$ cat src/rtl/turn_arbiter_m_pkg.sv
// Shared types and constants for the turn arbiter.
// Turn codes, winner codes, FSM states and cell legality helper.
package turn_arbiter_m_pkg;

    localparam logic TURN_PLAYER = 1'b0;
    localparam logic TURN_AI     = 1'b1;
    localparam int   NUM_CELLS   = 9;

    typedef enum logic [1:0] {
        WIN_NONE   = 2'd0,
        WIN_PLAYER = 2'd1,
        WIN_AI     = 2'd2,
        WIN_TIE    = 2'd3
    } win_t;

    typedef enum logic [2:0] {
        ST_CLEAR,
        ST_WAIT_MOVE,
        ST_COMMIT,
        ST_SETTLE,
        ST_CHECK,
        ST_DONE
    } arb_state_t;

    // Out-of-range indices (9..15) are never free.
    function automatic logic cell_free(
        input logic [3:0] loc,
        input logic [8:0] occ
    );
        logic free;
        free = 1'b0;
        if (loc < 4'(NUM_CELLS)) begin
            free = ~occ[loc];
        end
        return free;
    endfunction

    function automatic win_t side_code(input logic side);
        return side ? WIN_AI : WIN_PLAYER;
    endfunction

endpackage

$ cat src/rtl/turn_arbiter_m_if.sv
// Board-side move bus between the turn arbiter and the board.
// master: arbiter drives loc/submit/reset; slave: board reports occupancy/win.
interface turn_arbiter_m_if;

    logic [3:0] board_loc;
    logic       board_submit;
    logic       board_reset;
    logic [8:0] board_occupied;
    logic       board_win;

    modport master (
        output board_loc,
        output board_submit,
        output board_reset,
        input  board_occupied,
        input  board_win
    );

    modport slave (
        input  board_loc,
        input  board_submit,
        input  board_reset,
        output board_occupied,
        output board_win
    );

endinterface

$ cat src/rtl/turn_arbiter_m_watchdog.sv
// Per-turn idle watchdog: counts enabled cycles, flags the last one.
// Ports: clk, rst_n, clr (zero count), en (count this cycle), expired.
module turn_watchdog_m #(
    parameter int TIMEOUT_CYCLES = 255
) (
    input  logic clk,
    input  logic rst_n,
    input  logic clr,
    input  logic en,
    output logic expired
);

    localparam logic [7:0] LAST = 8'(TIMEOUT_CYCLES - 1);

    logic [7:0] cnt_q;
    logic [7:0] cnt_d;

    // expired marks the TIMEOUT_CYCLES-th enabled cycle.
    assign expired = en && (cnt_q == LAST);

    always_comb begin
        cnt_d = cnt_q;
        if (clr) begin
            cnt_d = 8'd0;
        end else if (en && !expired) begin
            cnt_d = cnt_q + 8'd1;
        end
    end

    always_ff @(posedge clk or negedge rst_n) begin
        if (!rst_n) begin
            cnt_q <= 8'd0;
        end else begin
            cnt_q <= cnt_d;
        end
    end

endmodule

$ cat src/rtl/turn_arbiter_m.sv
// Game sequencer: grants the move bus to the side on turn, validates and
// commits moves, detects win/tie/forfeit. Board signals via bus (master).
module turn_arbiter_m
    import turn_arbiter_m_pkg::*;
#(
    parameter bit FIRST_TURN     = 1'b0,
    parameter int TIMEOUT_CYCLES = 255
) (
    input  logic               clk,
    input  logic               rst_n,
    input  logic               new_game,
    input  logic [3:0]         player_loc,
    input  logic               player_submit,
    input  logic [3:0]         ai_loc,
    input  logic               ai_submit,
    turn_arbiter_m_if.master   bus,
    output logic               turn,
    output logic [3:0]         move_count,
    output logic               illegal_move,
    output logic               game_over,
    output logic [1:0]         winner,
    output logic               timeout
);

    arb_state_t state_q, state_d;
    logic       turn_q, turn_d;
    logic [3:0] loc_q, loc_d;
    logic       submit_q, submit_d;
    logic       breset_q, breset_d;
    logic [3:0] count_q, count_d;
    logic       illegal_q, illegal_d;
    logic       over_q, over_d;
    win_t       winner_q, winner_d;
    logic       tmo_q, tmo_d;
    logic       psub_q, asub_q;

    logic       wd_clr;
    logic       wd_en;
    logic       wd_expired;
    logic       own_rise;
    logic [3:0] own_loc;

    // Edge registers track both sides every cycle so a level held
    // across a turn change never looks like a fresh submit.
    assign own_rise = turn_q ? (ai_submit && !asub_q)
                             : (player_submit && !psub_q);
    assign own_loc  = turn_q ? ai_loc : player_loc;
    assign wd_en    = (state_q == ST_WAIT_MOVE);

    turn_watchdog_m #(
        .TIMEOUT_CYCLES(TIMEOUT_CYCLES)
    ) u_wd (
        .clk    (clk),
        .rst_n  (rst_n),
        .clr    (wd_clr),
        .en     (wd_en),
        .expired(wd_expired)
    );

    always_comb begin
        state_d   = state_q;
        turn_d    = turn_q;
        loc_d     = loc_q;
        submit_d  = 1'b0;
        breset_d  = 1'b0;
        count_d   = count_q;
        illegal_d = 1'b0;
        over_d    = over_q;
        winner_d  = winner_q;
        tmo_d     = tmo_q;
        wd_clr    = 1'b0;

        if (new_game) begin
            state_d = ST_CLEAR;
        end else begin
            unique case (state_q)
                ST_CLEAR: begin
                    breset_d = 1'b1;
                    count_d  = 4'd0;
                    winner_d = WIN_NONE;
                    over_d   = 1'b0;
                    tmo_d    = 1'b0;
                    turn_d   = FIRST_TURN;
                    wd_clr   = 1'b1;
                    state_d  = ST_WAIT_MOVE;
                end
                ST_WAIT_MOVE: begin
                    // Forfeit outranks a legal move in the same cycle.
                    if (wd_expired) begin
                        tmo_d    = 1'b1;
                        winner_d = side_code(!turn_q);
                        over_d   = 1'b1;
                        state_d  = ST_DONE;
                    end else if (own_rise) begin
                        if (cell_free(own_loc, bus.board_occupied)) begin
                            loc_d    = own_loc;
                            submit_d = 1'b1;
                            state_d  = ST_COMMIT;
                        end else begin
                            illegal_d = 1'b1;
                        end
                    end
                end
                ST_COMMIT: begin
                    if (count_q < 4'(NUM_CELLS)) begin
                        count_d = count_q + 4'd1;
                    end
                    state_d = ST_SETTLE;
                end
                ST_SETTLE: begin
                    state_d = ST_CHECK;
                end
                ST_CHECK: begin
                    if (bus.board_win) begin
                        winner_d = side_code(turn_q);
                        over_d   = 1'b1;
                        state_d  = ST_DONE;
                    end else if (count_q == 4'(NUM_CELLS)) begin
                        winner_d = WIN_TIE;
                        over_d   = 1'b1;
                        state_d  = ST_DONE;
                    end else begin
                        turn_d  = !turn_q;
                        wd_clr  = 1'b1;
                        state_d = ST_WAIT_MOVE;
                    end
                end
                ST_DONE: begin
                    state_d = ST_DONE;
                end
                default: begin
                    state_d = ST_CLEAR;
                end
            endcase
        end
    end

    always_ff @(posedge clk or negedge rst_n) begin
        if (!rst_n) begin
            state_q   <= ST_CLEAR;
            turn_q    <= FIRST_TURN;
            loc_q     <= 4'd0;
            submit_q  <= 1'b0;
            breset_q  <= 1'b0;
            count_q   <= 4'd0;
            illegal_q <= 1'b0;
            over_q    <= 1'b0;
            winner_q  <= WIN_NONE;
            tmo_q     <= 1'b0;
            psub_q    <= 1'b0;
            asub_q    <= 1'b0;
        end else begin
            state_q   <= state_d;
            turn_q    <= turn_d;
            loc_q     <= loc_d;
            submit_q  <= submit_d;
            breset_q  <= breset_d;
            count_q   <= count_d;
            illegal_q <= illegal_d;
            over_q    <= over_d;
            winner_q  <= winner_d;
            tmo_q     <= tmo_d;
            psub_q    <= player_submit;
            asub_q    <= ai_submit;
        end
    end

    assign bus.board_loc    = loc_q;
    assign bus.board_submit = submit_q;
    assign bus.board_reset  = breset_q;
    assign turn             = turn_q;
    assign move_count       = count_q;
    assign illegal_move     = illegal_q;
    assign game_over        = over_q;
    assign winner           = winner_q;
    assign timeout          = tmo_q;

endmodule
$ cat src/flat_wrapper.sv
// flat-port wrapper written by rule: the top's interface ports become plain ports
module turn_arbiter_m_flat import turn_arbiter_m_pkg::*;
#(
    parameter bit FIRST_TURN     = 1'b0,
    parameter int TIMEOUT_CYCLES = 255
)
  (clk, rst_n, new_game, player_loc, player_submit, ai_loc, ai_submit, turn, move_count, illegal_move, game_over, winner, timeout, bus_board_loc, bus_board_submit, bus_board_reset, bus_board_occupied, bus_board_win);
  turn_arbiter_m_if bus_i ();
  input  logic clk;
  input  logic rst_n;
  input  logic new_game;
  input  logic [3:0] player_loc;
  input  logic player_submit;
  input  logic [3:0] ai_loc;
  input  logic ai_submit;
  output logic turn;
  output logic [3:0] move_count;
  output logic illegal_move;
  output logic game_over;
  output logic [1:0] winner;
  output logic timeout;
  output wire logic [$bits(bus_i.board_loc)-1:0] bus_board_loc;
  output wire logic [$bits(bus_i.board_submit)-1:0] bus_board_submit;
  output wire logic [$bits(bus_i.board_reset)-1:0] bus_board_reset;
  input wire logic [$bits(bus_i.board_occupied)-1:0] bus_board_occupied;
  input wire logic [$bits(bus_i.board_win)-1:0] bus_board_win;
  assign bus_board_loc = bus_i.board_loc;
  assign bus_board_submit = bus_i.board_submit;
  assign bus_board_reset = bus_i.board_reset;
  assign bus_i.board_occupied = bus_board_occupied;
  assign bus_i.board_win = bus_board_win;
  turn_arbiter_m #(.FIRST_TURN(FIRST_TURN), .TIMEOUT_CYCLES(TIMEOUT_CYCLES)) u_core (.clk(clk), .rst_n(rst_n), .new_game(new_game), .player_loc(player_loc), .player_submit(player_submit), .ai_loc(ai_loc), .ai_submit(ai_submit), .bus(bus_i), .turn(turn), .move_count(move_count), .illegal_move(illegal_move), .game_over(game_over), .winner(winner), .timeout(timeout));
endmodule
$ cat config.mk
export PLATFORM = sky130hd
export DESIGN_NAME = turn_arbiter_m_flat
export DESIGN_NICKNAME = d
export VERILOG_FILES = /design/src/rtl/turn_arbiter_m_pkg.sv /design/src/rtl/turn_arbiter_m_if.sv /design/src/rtl/turn_arbiter_m_watchdog.sv /design/src/rtl/turn_arbiter_m.sv /design/src/flat_wrapper.sv
export SDC_FILE = /design/constraint.sdc
export NUM_CORES = 1
export LEC_CHECK = 0
export CORE_ASPECT_RATIO = 0.75
export CORE_MARGIN = 2
export CORE_UTILIZATION = 25
export DETAILED_ROUTE_END_ITERATION = 8
export PLACE_DENSITY = 0.53
export SYNTH_ARGS = -nofsm -noshare
export SYNTH_HDL_FRONTEND = slang
export SYNTH_SLANG_ARGS = --single-unit
export TNS_END_PERCENT = 30
$ cat constraint.sdc
create_clock -name clk -period 2.45 [get_ports clk]
set_clock_uncertainty 0.1 [all_clocks]
set_input_delay 0.3675 -clock clk [delete_from_list [all_inputs] [get_ports clk]]
set_output_delay 0.3675 -clock clk [all_outputs]
set_load 0.05 [all_outputs]
==> run metrics <==
status=complete, no violations; # hold bufs at CTS=0; H-tree depth=2; Syn Area/Cell=approximately 9.7 um2; vias in the first global route=1405; crit-path max FO=15; Leak=0.964 nW; root buf cell=clkbuf_8; DR WL/cell=between 10 and 15 um; sequential area share after synthesis=between 40% and 50%; Startpoint Class=flip-flop; # port buffers=38; Worst-Margin Slew=0.517 ns; Post-Syn Area=between 0.0015 and 0.002 mm2; Synth cell types=42; reg2reg end=u_core.bus.board_loc[2]; DRT Pass-1 Iters=4; first-pass GRT wire length=between 6000 and 7000 um; FF-to-FF Start=u_core.u_wd.cnt_q[0]; metal3 WL=between 150 and 200 um; GRT Residual Overflow=0; Post-Syn Instances=174; Initial DRC Count=40; met1 wire length=around 2100 um; largest net degree at the start of global routing=30; area delta synth->final=35.7%; Ys Warns=0; vias after detailed routing=around 1400; Rel. slew slack=around two thirds; mux contribution to synthesized area=4.61%; setup TNS=0 ns; Slew Limit Fails=0; Tot GR Track Use=~11%; Fin. Hold Viols=0; Setup Fix Bufs, Post-CTS=0; top sig layer=met4; Final #Nets=252; kind of critical path=reg -> out; crit-path cells=buf_4 > clkdlybuf4s50_1; met2 WL post-DR=roughly 1500 um; final WL=3810 um; share of post-route cells with drive strength above 1=approximately an eighth; CP arrival=1.78 ns; R2R depth=8; Clock Tree Buf Depth=2; Synth Area in Simple Gates=21.7%; die height=75.1 um; CP Capture Type=output port; #FFs+latches synth=29; Final ANT Viol Nets=0; Hold Path Class=in -> async; Rows=25; core area=between 0.006 and 0.007 mm2; Syn Nets=between 200 and 250; area share of fa/ha/maj cells after synthesis=3.72%; Max Freq=approximately 450 MHz; RSZ-0062 raised after global routing=false; diode count=0; cts bufs inserted=5; compound-cell area share of the yosys netlist=19.0%; Initial Utilization=26.2%; TritonCTS Sinks=29; CP max stage cell=clkdlybuf4s50_1; pwr dens=approximately 730 mW/mm2; final period utilization=around 92%; r2r setup slk=around 0.36 ns; hpwl dp=approximately 2900 um; main combinational cell family by area after synthesis=simple AND/OR/NAND/NOR gates; clock period minus worst slack=about 2.2 ns; CTS tree=done; die area=0.00741 mm2; Clock Pin Slew Worst Setup and Hold Paths=~0.06 ns; WP data required=1.98 ns; Max Cap Viol=0; later-pin clock latency in the skew report=roughly 0.27 ns; Via density=4.60; post-CTS sizing=0; Setup WS pre-CTS=approximately 0.035 ns; io pins=39; gpl congestion=around 0.74; number of fill cells=~650; Die Width=98.7 um; Overall Power=~1.7 mW; residual DRC count=0; endpoints failing setup=0; Worst VDD drop=around 290 uV; CP peak stage delay=0.79 ns; Synth Area in XOR/XNOR=approximately 3.1%; final setup margin=just over 0.2 ns; antenna violations before repair=0
-- cells in the final DEF (no fill, tap or decap), drive strengths merged, types with 2 or more instances in the layout --
cell,instances
a211oi,3
a21oi,13
a22o,2
a22oi,2
a31oi,3
a32o,2
buf,10
clkbuf,8
clkdlybuf4s50,38
dfrtp,29
ha,5
inv,11
mux2,5
nand2,17
nand2b,5
nand3,6
nand4,2
nor2,24
nor2b,3
nor3,3
nor3b,2
nor4,2
o21ai,10
o22ai,3
or3,3
xnor2,2
xor2,4
-- synthesized netlist by cell type, drive strengths merged --
cell type	n	share of area [%]
dfrtp	29	43
nor2	24	5.4
nand2	17	3.8
a21oi	13	3.9
inv	11	2.5
o21ai	10	3.0
nand3	6	2.4
ha	5	3.7
mux2	5	4.0
nand2b	5	1.9
xor2	4	2.1
a211oi	3	1.6
a31oi	3	1.1
buf	3	1.8
nor2b	3	1.1
nor3	3	0.89
o22ai	3	1.1
or3	3	1.1
a22o	2	1.1
a22oi	2	0.89
a32o	2	1.2
clkbuf	2	0.45
nand4	2	0.74
nor3b	2	1.6
nor4	2	1.6
xnor2	2	1.0
a41oi	1	0.52
and2	1	0.37
mux2i	1	0.59
nor4b	1	0.89
o21bai	1	1.1
o311a	1	0.59
o32ai	1	1.6
o41a	1	1.3
-- sequential cells by signal (all words and copies together) (netlist names) --
| name | count |
|---|---|
| u_core.bus.board_loc | 4 |
| u_core.bus.board_submit | 1 |
| u_core.u_wd.cnt_q | 8 |
| u_core.move_count | 4 |
| u_core.winner | 2 |
| u_core.illegal_move | 1 |
| u_core.asub_q | 1 |
| u_core.turn | 1 |
| u_core.bus.board_reset | 1 |
| u_core.timeout | 1 |
| u_core.psub_q | 1 |
| u_core.state_q | 3 |
| u_core.game_over | 1 |
-- metal layers --
metal | up-vias | global-route usage [%]
met5 | - | 0
met4 | 0 | 1.83
met3 | 2 | 3.99
met2 | 26 | 15.7
met1 | 667 | 17.3
li1 | 714 | -
-- logic make-up (layout without fill, tap and decap cells) --
logic type | Yosys count | count (layout)
XOR/XNOR | 6 | 6
AO/OA/AOI/OAI | 43 | 43
flip-flops | 29 | 29
multiplexers | 6 | 6
adder cells (fa/ha/maj) | 5 | 5
AND/OR/NAND/NOR | 69 | 69
buffers and inverters | 16 | 67
-- power breakdown --
group | switching, mW | internal, mW | total (mW) | leakage [nW]
logic | 0.367 | 0.272 | 0.639 | 0.542
registers | 0.0987 | 0.559 | 0.658 | 0.383
clock network | 0.167 | 0.201 | 0.368 | 0.0395
-- layout make-up --
cell class                 instances  area [um2]  area share, %
tap                               81         101           4.44
inverter                          11        41.3           1.81
clock buffer                       8        80.1           3.51
multi-input combinational        129         878           38.5
sequential                        29         727           31.8
timing repair buffer              48         455           19.9
-- critical path, delay by kind of cell (launching register included) --
kind | cells | cell delay [ns]
buffers and inverters | 2 | 0.98
DFF | 1 | 0.53
-- how the worst max path moves through the flow --
stage | to | startpoint | cells past startpoint | slack (ns)
after floorplan | u_core.turn | u_core.move_count[1] | 8 | 0.21
after global placement | u_core.bus.board_loc[0] | player_loc[0] | 7 | 0.07
after detailed placement | u_core.bus.board_loc[2] | ai_loc[0] | 7 | 0.03
after CTS | turn | u_core.turn | 2 | 0.03
after global routing | turn | u_core.turn | 2 | 0.14
final | turn | u_core.turn | 2 | 0.20
-- stage by stage --
| step | instance area, um2 | utilization [%] | hold slack (ns) | instances |
|---|---|---|---|---|
| floorplan | 1680 | - | -0.0281 | 174 |
| global placement | 2200 | 34.3 | 0.387 | 298 |
| detailed placement | 2200 | 34.3 | 0.386 | 298 |
| CTS | 2280 | 35.6 | 0.396 | 306 |
| global route | 2280 | 35.6 | 0.408 | 306 |
| finish | 2280 | 35.6 | 0.385 | 306 |
Power figures use the tool's default switching activity.
